--- src/rtl/frame_stream_pkg.sv ---
// frame_stream_pkg: shared types and helpers for the frame streamer.
// Holds the streamer FSM state encoding and the address-width helper
// used to size raster address, column and row counters.
package frame_stream_pkg;

  typedef enum logic [1:0] {
    ST_IDLE   = 2'd0,
    ST_ACTIVE = 2'd1,
    ST_HBLANK = 2'd2,
    ST_DONE   = 2'd3
  } fs_state_e;

  // Bits needed to index 'depth' entries; never less than one bit.
  function automatic int addr_w(input int depth);
    return (depth > 1) ? $clog2(depth) : 1;
  endfunction

endpackage

--- src/rtl/frame_mem.sv ---
// frame_mem: frame buffer with one synchronous write port and one
// combinational read port. Contents are not reset.
module frame_mem #(
  parameter int DATA_W = 8,
  parameter int DEPTH  = 64,
  parameter int AW     = 6
) (
  input  logic              clk,
  input  logic              we_i,
  input  logic [AW-1:0]     waddr_i,
  input  logic [DATA_W-1:0] wdata_i,
  input  logic [AW-1:0]     raddr_i,
  output logic [DATA_W-1:0] rdata_o
);

  logic [DATA_W-1:0] mem_q [DEPTH];

  // Write port: store one pixel per enabled cycle.
  always_ff @(posedge clk) begin
    if (we_i) begin
      mem_q[waddr_i] <= wdata_i;
    end
  end

  assign rdata_o = mem_q[raddr_i];

endmodule

--- src/rtl/frame_streamer.sv ---
// frame_streamer: streams one stored frame in raster order on a
// valid/ready interface, with optional idle gaps between lines.
//
// Handshake: a pixel transfers on any cycle where valid_out && ready_in.
// While valid_out is high and ready_in is low, pixel_out/sof/eol hold.
// valid_out never drops without a transfer.
//
// Optional build feature (macro FRAME_STREAMER_PATTERN_EN): adds input
// pattern_en, sampled with start; when set, the frame carries the test
// pattern (x+y) instead of memory data.
//
// All outputs come straight from registers. The frame memory is read
// combinationally at the next raster address so the registered pixel is
// ready the cycle after the position advances.
module frame_streamer
  import frame_stream_pkg::*;
#(
  parameter int PIXEL_WIDTH  = 8,
  parameter int IMAGE_WIDTH  = 8,
  parameter int IMAGE_HEIGHT = 8,
  parameter int HBLANK       = 2
) (
  input  logic                                            clk,
  input  logic                                            rst_n,
  input  logic                                            wr_en,
  input  logic [addr_w(IMAGE_WIDTH*IMAGE_HEIGHT)-1:0]     wr_addr,
  input  logic [PIXEL_WIDTH-1:0]                          wr_data,
  input  logic                                            start,
  input  logic                                            ready_in,
`ifdef FRAME_STREAMER_PATTERN_EN
  input  logic                                            pattern_en,
`endif
  output logic [PIXEL_WIDTH-1:0]                          pixel_out,
  output logic                                            valid_out,
  output logic                                            sof,
  output logic                                            eol,
  output logic                                            busy,
  output logic                                            done
);

  localparam int DEPTH = IMAGE_WIDTH * IMAGE_HEIGHT;
  localparam int AW    = addr_w(DEPTH);
  localparam int XW    = addr_w(IMAGE_WIDTH);
  localparam int YW    = addr_w(IMAGE_HEIGHT);
  localparam int BW    = addr_w(HBLANK + 1);

  fs_state_e              state_q, state_d;
  logic [XW-1:0]          x_q, x_d;
  logic [YW-1:0]          y_q, y_d;
  logic [AW-1:0]          addr_q, addr_d;
  logic [BW-1:0]          blank_q, blank_d;
  logic [PIXEL_WIDTH-1:0] pix_q, pix_d;
  logic                   valid_q, valid_d;
  logic                   sof_q, sof_d;
  logic                   eol_q, eol_d;
  logic                   busy_q, busy_d;
  logic                   done_q, done_d;
  logic [PIXEL_WIDTH-1:0] mem_rdata;
  logic [PIXEL_WIDTH-1:0] src_pix;
`ifdef FRAME_STREAMER_PATTERN_EN
  logic                   pat_q, pat_d;
`endif

  // Memory is writable only between frames, so a stalled pixel never
  // changes underneath the downstream consumer.
  frame_mem #(
    .DATA_W (PIXEL_WIDTH),
    .DEPTH  (DEPTH),
    .AW     (AW)
  ) u_mem (
    .clk     (clk),
    .we_i    (wr_en && !busy_q),
    .waddr_i (wr_addr),
    .wdata_i (wr_data),
    .raddr_i (addr_d),
    .rdata_o (mem_rdata)
  );

  // Next-state logic: walks the raster, inserts line blanking, and
  // derives the registered output values from the next position.
  always_comb begin
    state_d = state_q;
    x_d     = x_q;
    y_d     = y_q;
    addr_d  = addr_q;
    blank_d = blank_q;
    pix_d   = pix_q;
    valid_d = valid_q;
    busy_d  = busy_q;
    done_d  = 1'b0;
    sof_d   = 1'b0;
    eol_d   = 1'b0;
    src_pix = mem_rdata;
`ifdef FRAME_STREAMER_PATTERN_EN
    pat_d   = pat_q;
`endif

    case (state_q)
      ST_IDLE: begin
        valid_d = 1'b0;
        busy_d  = 1'b0;
        if (start) begin
          state_d = ST_ACTIVE;
          x_d     = '0;
          y_d     = '0;
          addr_d  = '0;
          blank_d = '0;
          valid_d = 1'b1;
          busy_d  = 1'b1;
`ifdef FRAME_STREAMER_PATTERN_EN
          pat_d   = pattern_en;
`endif
        end
      end
      ST_ACTIVE: begin
        if (ready_in) begin
          if (x_q != XW'(IMAGE_WIDTH - 1)) begin
            x_d    = x_q + XW'(1);
            addr_d = addr_q + AW'(1);
          end else if (y_q != YW'(IMAGE_HEIGHT - 1)) begin
            x_d    = '0;
            y_d    = y_q + YW'(1);
            addr_d = addr_q + AW'(1);
            if (HBLANK != 0) begin
              state_d = ST_HBLANK;
              valid_d = 1'b0;
              blank_d = '0;
            end
          end else begin
            state_d = ST_DONE;
            valid_d = 1'b0;
            done_d  = 1'b1;
          end
        end
      end
      ST_HBLANK: begin
        if (int'(blank_q) == HBLANK - 1) begin
          state_d = ST_ACTIVE;
          valid_d = 1'b1;
        end else begin
          blank_d = blank_q + BW'(1);
        end
      end
      ST_DONE: begin
        state_d = ST_IDLE;
        busy_d  = 1'b0;
        valid_d = 1'b0;
      end
      default: begin
        state_d = ST_IDLE;
        valid_d = 1'b0;
        busy_d  = 1'b0;
      end
    endcase

`ifdef FRAME_STREAMER_PATTERN_EN
    if (pat_d) begin
      src_pix = PIXEL_WIDTH'(x_d) + PIXEL_WIDTH'(y_d);
    end
`endif

    if (valid_d) begin
      pix_d = src_pix;
      sof_d = (x_d == '0) && (y_d == '0);
      eol_d = (x_d == XW'(IMAGE_WIDTH - 1));
    end
  end

  // State and output registers; reset abandons any frame in flight.
  always_ff @(posedge clk or negedge rst_n) begin
    if (!rst_n) begin
      state_q <= ST_IDLE;
      x_q     <= '0;
      y_q     <= '0;
      addr_q  <= '0;
      blank_q <= '0;
      pix_q   <= '0;
      valid_q <= 1'b0;
      sof_q   <= 1'b0;
      eol_q   <= 1'b0;
      busy_q  <= 1'b0;
      done_q  <= 1'b0;
`ifdef FRAME_STREAMER_PATTERN_EN
      pat_q   <= 1'b0;
`endif
    end else begin
      state_q <= state_d;
      x_q     <= x_d;
      y_q     <= y_d;
      addr_q  <= addr_d;
      blank_q <= blank_d;
      pix_q   <= pix_d;
      valid_q <= valid_d;
      sof_q   <= sof_d;
      eol_q   <= eol_d;
      busy_q  <= busy_d;
      done_q  <= done_d;
`ifdef FRAME_STREAMER_PATTERN_EN
      pat_q   <= pat_d;
`endif
    end
  end

  assign pixel_out = pix_q;
  assign valid_out = valid_q;
  assign sof       = sof_q;
  assign eol       = eol_q;
  assign busy      = busy_q;
  assign done      = done_q;

endmodule
--- config.mk ---
export PLATFORM = sky130hd
export DESIGN_NAME = frame_streamer
export DESIGN_NICKNAME = d
export VERILOG_FILES = /design/src/rtl/frame_stream_pkg.sv /design/src/rtl/frame_mem.sv /design/src/rtl/frame_streamer.sv
export SDC_FILE = /design/constraint.sdc
export NUM_CORES = 1
export LEC_CHECK = 0
export ABC_AREA = 1
export CORE_MARGIN = 4
export CORE_UTILIZATION = 25
export CTS_CLUSTER_SIZE = 40
export DETAILED_ROUTE_END_ITERATION = 7
export DONT_BUFFER_PORTS = 1
export GPL_TIMING_DRIVEN = 0
export HOLD_SLACK_MARGIN = 0.05
export MAX_ROUTING_LAYER = met4
export PLACE_DENSITY = 0.39
export SKIP_LAST_GASP = 1
export SLEW_MARGIN = 20
export SYNTH_ARGS = -nofsm -noshare
export SYNTH_HDL_FRONTEND = slang
export SYNTH_SLANG_ARGS = --single-unit
export TNS_END_PERCENT = 5
--- constraint.sdc ---
create_clock -name clk -period 3.3 [get_ports clk]
set_input_delay 0.33 -clock clk [delete_from_list [all_inputs] [get_ports clk]]
set_output_delay 0.33 -clock clk [all_outputs]
set_load 0.005 [all_outputs]
Word level (Yosys, flattened, before mapping) --
Memories as Yosys holds them, arrays and structs flattened. A register that Yosys moved wholly into a read port is not among the register bits. Index checks and enable logic that the tools add are counted.
Storage, ports and cells: register bits 21, RAM bits 512, input port bits 19, output and inout port bits 13, word-level logic and storage cells 80, memories 1
Memories:
- u_mem.mem_q | depth 64, width 8, read ports 1, clocked after memory_dff 1, write ports 1, RTL line frame_mem.sv:16 | logic [DATA_W-1:0] mem_q [DEPTH];
Operators by class: $add $sub $neg 4, eq/ne operators 13, multiplexer cells 41, reduce and logical (&&, ||, !) cells 11
Operator list (number):
- 3-bit two-way mux | 8
- 6-bit two-way mux | 4
- 2-bit two-way mux | 9
- 1-bit two-way mux | 13
- 2-bit inequality test (second input constant) | 6
- 3-bit case mux with 2 select lines | 2
- 6-bit case mux with 2 select lines | 1
- 2-bit case mux with 4 select lines | 1
- 3-bit by 1-bit adder with 3-bit output (second input constant) | 2
- 6-bit by 1-bit adder with 6-bit output (second input constant) | 1
- 2-bit equality test (second input constant) | 3
- 3-bit logical NOT | 2
- 3-bit inequality test (second input constant) | 2
- 2-bit case mux with 3 select lines | 1
- 6-bit AND reduction | 1
- 1-bit case mux with 4 select lines | 1
- 4-bit AND reduction | 1
- 3-bit equality test (second input constant) | 1
- 3-bit nonzero test | 1
- 2-bit by 1-bit adder with 2-bit output (second input constant) | 1
- 2-bit by 1-bit equality test with 1-bit output (second input constant) | 1
- 1-bit logical AND | 2
- 1-bit logical NOT | 2
- 2-bit logical NOT | 1
- 2 further kinds | 2

Depth between registers and ports, before layout --
depth after elaboration 8, mapped depth 20, mapped depth without buffers 18

Cells and area by module --
A second synthesis with hierarchy kept.
Second synthesis, totals: cell total of the unflattened synthesis 1983, area total of the unflattened synthesis 22700.5 um^2
By module, submodules not included:
- frame_mem | times used 1, cells an instance 1797, area an instance 21179.1 um^2, sequential area each 15374.7 um^2
- frame_streamer | times used 1, cells an instance 186, area an instance 1521.5 um^2, sequential area each 725.7 um^2

Worst setup path before layout --
OpenSTA, ideal clock, no wires.
kind register to register, from register x_q[0], to register pix_q[0], in the netlist pixel_out[0] (read register of u_mem.mem_q), library setup time 0.118 ns, data arrival time 2.182 ns, data required time 3.182 ns, setup slack 1.000 ns, cell stages (with the launch flop) 17, path buffers 2, period minus slack after synthesis 2.300 ns, cell sequence dfrtp_1 -> ha_1 -> ha_1 -> nand3_1 -> nand2_1 -> o21ai_0 -> nand3_1 -> nand2_1 -> buf_4 -> clkbuf_1 -> nand3_1 -> nand3_1 -> nand3_1 -> nand3_1 -> nand2_1 -> nand2_1 -> nand2_1
Between the ends: cells in the longest elaborated chain, start to end 4, elaborated cells on any way between the ends 7, classes of those cells eq/ne: 1; mux: 6
Ends and longest elaborated chain:
- from (decl) | RTL line frame_streamer.sv:48 | logic [XW-1:0] x_q, x_d;
- from (signal assigned) | RTL line frame_streamer.sv:173 | x_q <= '0;
- from (signal assigned) | RTL line frame_streamer.sv:188 | x_q <= x_d;
- 3-bit inequality test * | RTL line frame_streamer.sv:117 | if (x_q != XW'(IMAGE_WIDTH - 1)) begin
- 1-bit two-way mux / 6-bit two-way mux (equally long branches) | RTL line frame_streamer.sv:117
- 1-bit two-way mux / 6-bit two-way mux (equally long branches) | RTL line frame_streamer.sv:116 | if (ready_in) begin
- 1-bit case mux with 4 select lines / 6-bit case mux with 2 select lines (equally long branches) | RTL line frame_streamer.sv:98 | case (state_q)
- to (decl) | RTL line frame_streamer.sv:52 | logic [PIXEL_WIDTH-1:0] pix_q, pix_d;
Every way passes the cells marked *; elsewhere a longest branch is shown, timed or not. A chain may end at the register's enable or synchronous reset.

Final worst setup path --
from register busy_q, in the netlist busy, to memory u_mem.mem_q[35][2], enable pin
Between the ends: cells in the longest elaborated chain, start to end 4
Ends and longest elaborated chain:
- from (decl) | RTL line frame_streamer.sv:56 | logic busy_q, busy_d;
- from (signal assigned) | RTL line frame_streamer.sv:196 | busy_q <= busy_d;
- 1-bit logical NOT | RTL line frame_streamer.sv:72 | .we_i (wr_en && !busy_q),
- 1-bit logical AND | RTL line frame_streamer.sv:72
- 1-bit two-way mux | RTL line frame_mem.sv:20 | if (we_i) begin
- 1-bit two-way mux (not written as such) | RTL line frame_mem.sv:21 | mem_q[waddr_i] <= wdata_i;
- to (decl) | RTL line frame_mem.sv:16
Every way passes these cells.

==> impl_metrics.env <==
export IMPL_setup_violations=131
export IMPL_ys_seq_area_frac=0.6629
export IMPL_grt_first_pass_wirelength_um=121900
export IMPL_hold_violations=0
export IMPL_wl_per_cell_um=23.47
export IMPL_antenna_left=0
export IMPL_clock_fmax_mhz=289.4
export IMPL_p_leak_nw=10.96
export IMPL_min_path_type="primary input to flop"
export IMPL_grt_antenna_before_repair=2
export IMPL_end_kind="flop"
export IMPL_layout_setup_ws_ps=-155.2
export IMPL_maxCapViolCount=0
export IMPL_synth_nets=2255
export IMPL_slowest_delay_ps=1010
export IMPL_fin_crit_ps=3455
export IMPL_clock_latency_ps=610
export IMPL_syn_avg_cell_area_um2=10.91
export IMPL_clk_pin_slew_ps=50
export IMPL_hp_start="start"
export IMPL_overflow=0
export IMPL_violations="setup timing"
export IMPL_die_x_um=319.7
export IMPL_port_buffers=0
export IMPL_hold_depth=2
export IMPL_ir_worst_vdd_v=0.0004142
export IMPL_worstPathCellList="nor2_1, nand4_1, nor2_1"
export IMPL_nNetsFinal=2349
export IMPL_crit_type="flop to flop"
export IMPL_drive_gt1_frac=0.1205
export IMPL_fillers=9852
export IMPL_r2r_slack_ps=-160
export IMPL_yosys_warnings=0
export IMPL_place_congestion=0.8459
export IMPL_fp_dieH_um=319.7
export IMPL_mostFrequentLayoutCells="nand3_1, edfxtp_1, nand2_1"
export IMPL_io_pins=32
export IMPL_cts_buffers=68
export IMPL_drtPass1Iterations=5
export IMPL_synth_cells=2227
export IMPL_cp_required_ps=3520
export IMPL_synth_area_mm2=0.02429
export IMPL_vias=16903
export IMPL_std_cell_rows=114
export IMPL_r2r_start="busy"
export IMPL_fin_worst_skew_ps=14.27
export IMPL_area_growth_pct=17.87
export IMPL_r2r_end="u_mem.mem_q[35][2]"
export IMPL_core_area_mm2=0.09657
export IMPL_slowest_stage="nor2_1"
export IMPL_grt_pass1_vias=16730
export IMPL_first_iter_violations=1562
export IMPL_ys_seq_elements=541
export IMPL_worstPathMaxFanout=9
export IMPL_cts_tree="done"
export IMPL_layout_commonest_cell="nand3_1"
export IMPL_p_per_area_mw_per_mm2=924.7
export IMPL_holdPathEnd="valid_out"
export IMPL_root_buffer="clkbuf_16"
export IMPL_fin_crit_sh=1.047
export IMPL_rsz0062_at_grt="true"
export IMPL_report_final_slew_viol_count=0
export IMPL_start_util=0.2515
export IMPL_wl_um=85660
export IMPL_slew_headroom=0.2958
export IMPL_dpl_hpwl_um=57790
export IMPL_clk_path_buf_depth=3
export IMPL_die_area_mm2=0.1022
export IMPL_cp_start_kind="flop"
export IMPL_status="finished, violations left"
export IMPL_path_common_cell="nor2_1"
export IMPL_cts_htree_levels=3
export IMPL_total_power_mw=26.47
export IMPL_reg2reg_depth=3
export IMPL_cts_sinks=541
export IMPL_ys_types=34
export IMPL_grt_max_degree=65
export IMPL_post_dp_cell_area_mm2=0.02598
export IMPL_finalInstanceArea_mm2=0.02863
export IMPL_grt_use_total=0.1698
export IMPL_drc=0
export IMPL_via_per_inst=4.631
export IMPL_tightest_slew_ps=1053
export IMPL_critical_path_arrival_ps=3670
## registers in the layout (all words and copies together) (netlist names), 2 cells and up
name,flops
state_q,2
x_q,3
y_q,3
blank_q,2
addr_q,6
u_mem.mem_q,512
pixel_out,8
## what timing repair did
| item | CTS | global route |
|---|---|---|
| endpoints found under the setup margin | 251 | 392 |
| hold buffers | 12 | 0 |
| pin swaps | 1 | 1 |
| hold endpoints to repair | 547 | 0 |
| resized for setup | 41 | 17 |
| buffers inserted | 1 | 3 |
## logic make-up after synthesis
group | count (synthesis) | share of synthesized area
adders and majority gates | 9 | 0.004637
DFF | 541 | 0.6629
muxes | 1 | 0.0004122
AOI/OAI and AO/OA | 24 | 0.006492
and+or+nand+nor | 1222 | 0.2458
buffers and inverters | 430 | 0.07970
## through the flow
| step | hold WS (ps) | utilization | setup WS (ps) | TNS, ps | instances |
|---|---|---|---|---|---|
| global route | 110.4 | 0.2965 | -246.5 | -33970 | 3650 |
| floorplan | 34.41 | - | 1000 | 0 | 2227 |
| finish | 85.20 | 0.2965 | -155.2 | -11340 | 3650 |
| global placement | 36.22 | 0.2680 | -415.7 | -18800 | 3503 |
| CTS | 62.37 | 0.2958 | -171.0 | -16720 | 3646 |
| detailed placement | 36.39 | 0.2691 | -400.2 | -21100 | 3511 |
## metal layers
layer / up-vias / track usage / part of all wire
li1: 7875 / - / -
met1: 8357 / 0.2220 / 0.44
met2: 535 / 0.2659 / 0.47
met3: 136 / 0.03607 / 0.064
met4: 0 / 0.05057 / 0.029
met5: - / - / 0
## cell usage after synthesis, drive strengths merged
cell / number / area share
nor2: 70 / 0.011
clkinv: 1 / 0.00015
nand4: 9 / 0.0023
o22ai: 1 / 0.00026
clkbuf: 15 / 0.0023
nand2: 408 / 0.064
buf: 122 / 0.032
inv: 292 / 0.045
a31oi: 1 / 0.00026
o31ai: 3 / 0.00093
mux2i: 1 / 0.00041
o21ai: 8 / 0.0020
o221ai: 1 / 0.00036
o211ai: 1 / 0.00031
a22oi: 1 / 0.00031
nand3: 560 / 0.12
nand3b: 163 / 0.050
a21oi: 7 / 0.0018
dfrtp: 29 / 0.030
nor3: 3 / 0.00062
nor4: 9 / 0.0023
a22o: 1 / 0.00036
ha: 9 / 0.0046
edfxtp: 512 / 0.63
## layout make-up
| cell class | count | area (um2) | area share |
|---|---|---|---|
| clock inverter | 35 | 305.3 | 0.01066 |
| antenna | 1 | 2.502 | 0.00008741 |
| timing repair buffer | 24 | 350.3 | 0.01224 |
| buffer | 137 | 902.1 | 0.03151 |
| clock buffer | 87 | 1879 | 0.06565 |
| sequential | 541 | 16100 | 0.5624 |
| tap | 1276 | 1597 | 0.05577 |
| inverter | 293 | 1102 | 0.03851 |
| multi-input combinational | 1256 | 6389 | 0.2232 |
## worst max-delay path by stage
stage / from / endpoint / slack [ps]
2_1_floorplan: x_q[0] / pixel_out[0] / 1000
3_3_place_gp: busy / u_mem.mem_q[52][3] / -420
3_5_place_dp: x_q[0] / pixel_out[3] / -400
4_1_cts: busy / u_mem.mem_q[41][4] / -170
5_1_grt: busy / u_mem.mem_q[13][4] / -250
6_report: busy / u_mem.mem_q[35][2] / -160
## critical path, delay by kind of cell, from the launching register on
| kind | cells | cell delay [ps] |
|---|---|---|
| and+or+nand+nor | 3 | 2490 |
| DFF | 1 | 580 |
## report_power, final
part	internal (mW)	switching, mW
clock	4.47	2.90
sequential	7.67	0.136
combinational	3.12	8.18
total	15.3	11.2
No activity file was read; power rests on OpenSTA's default activity.
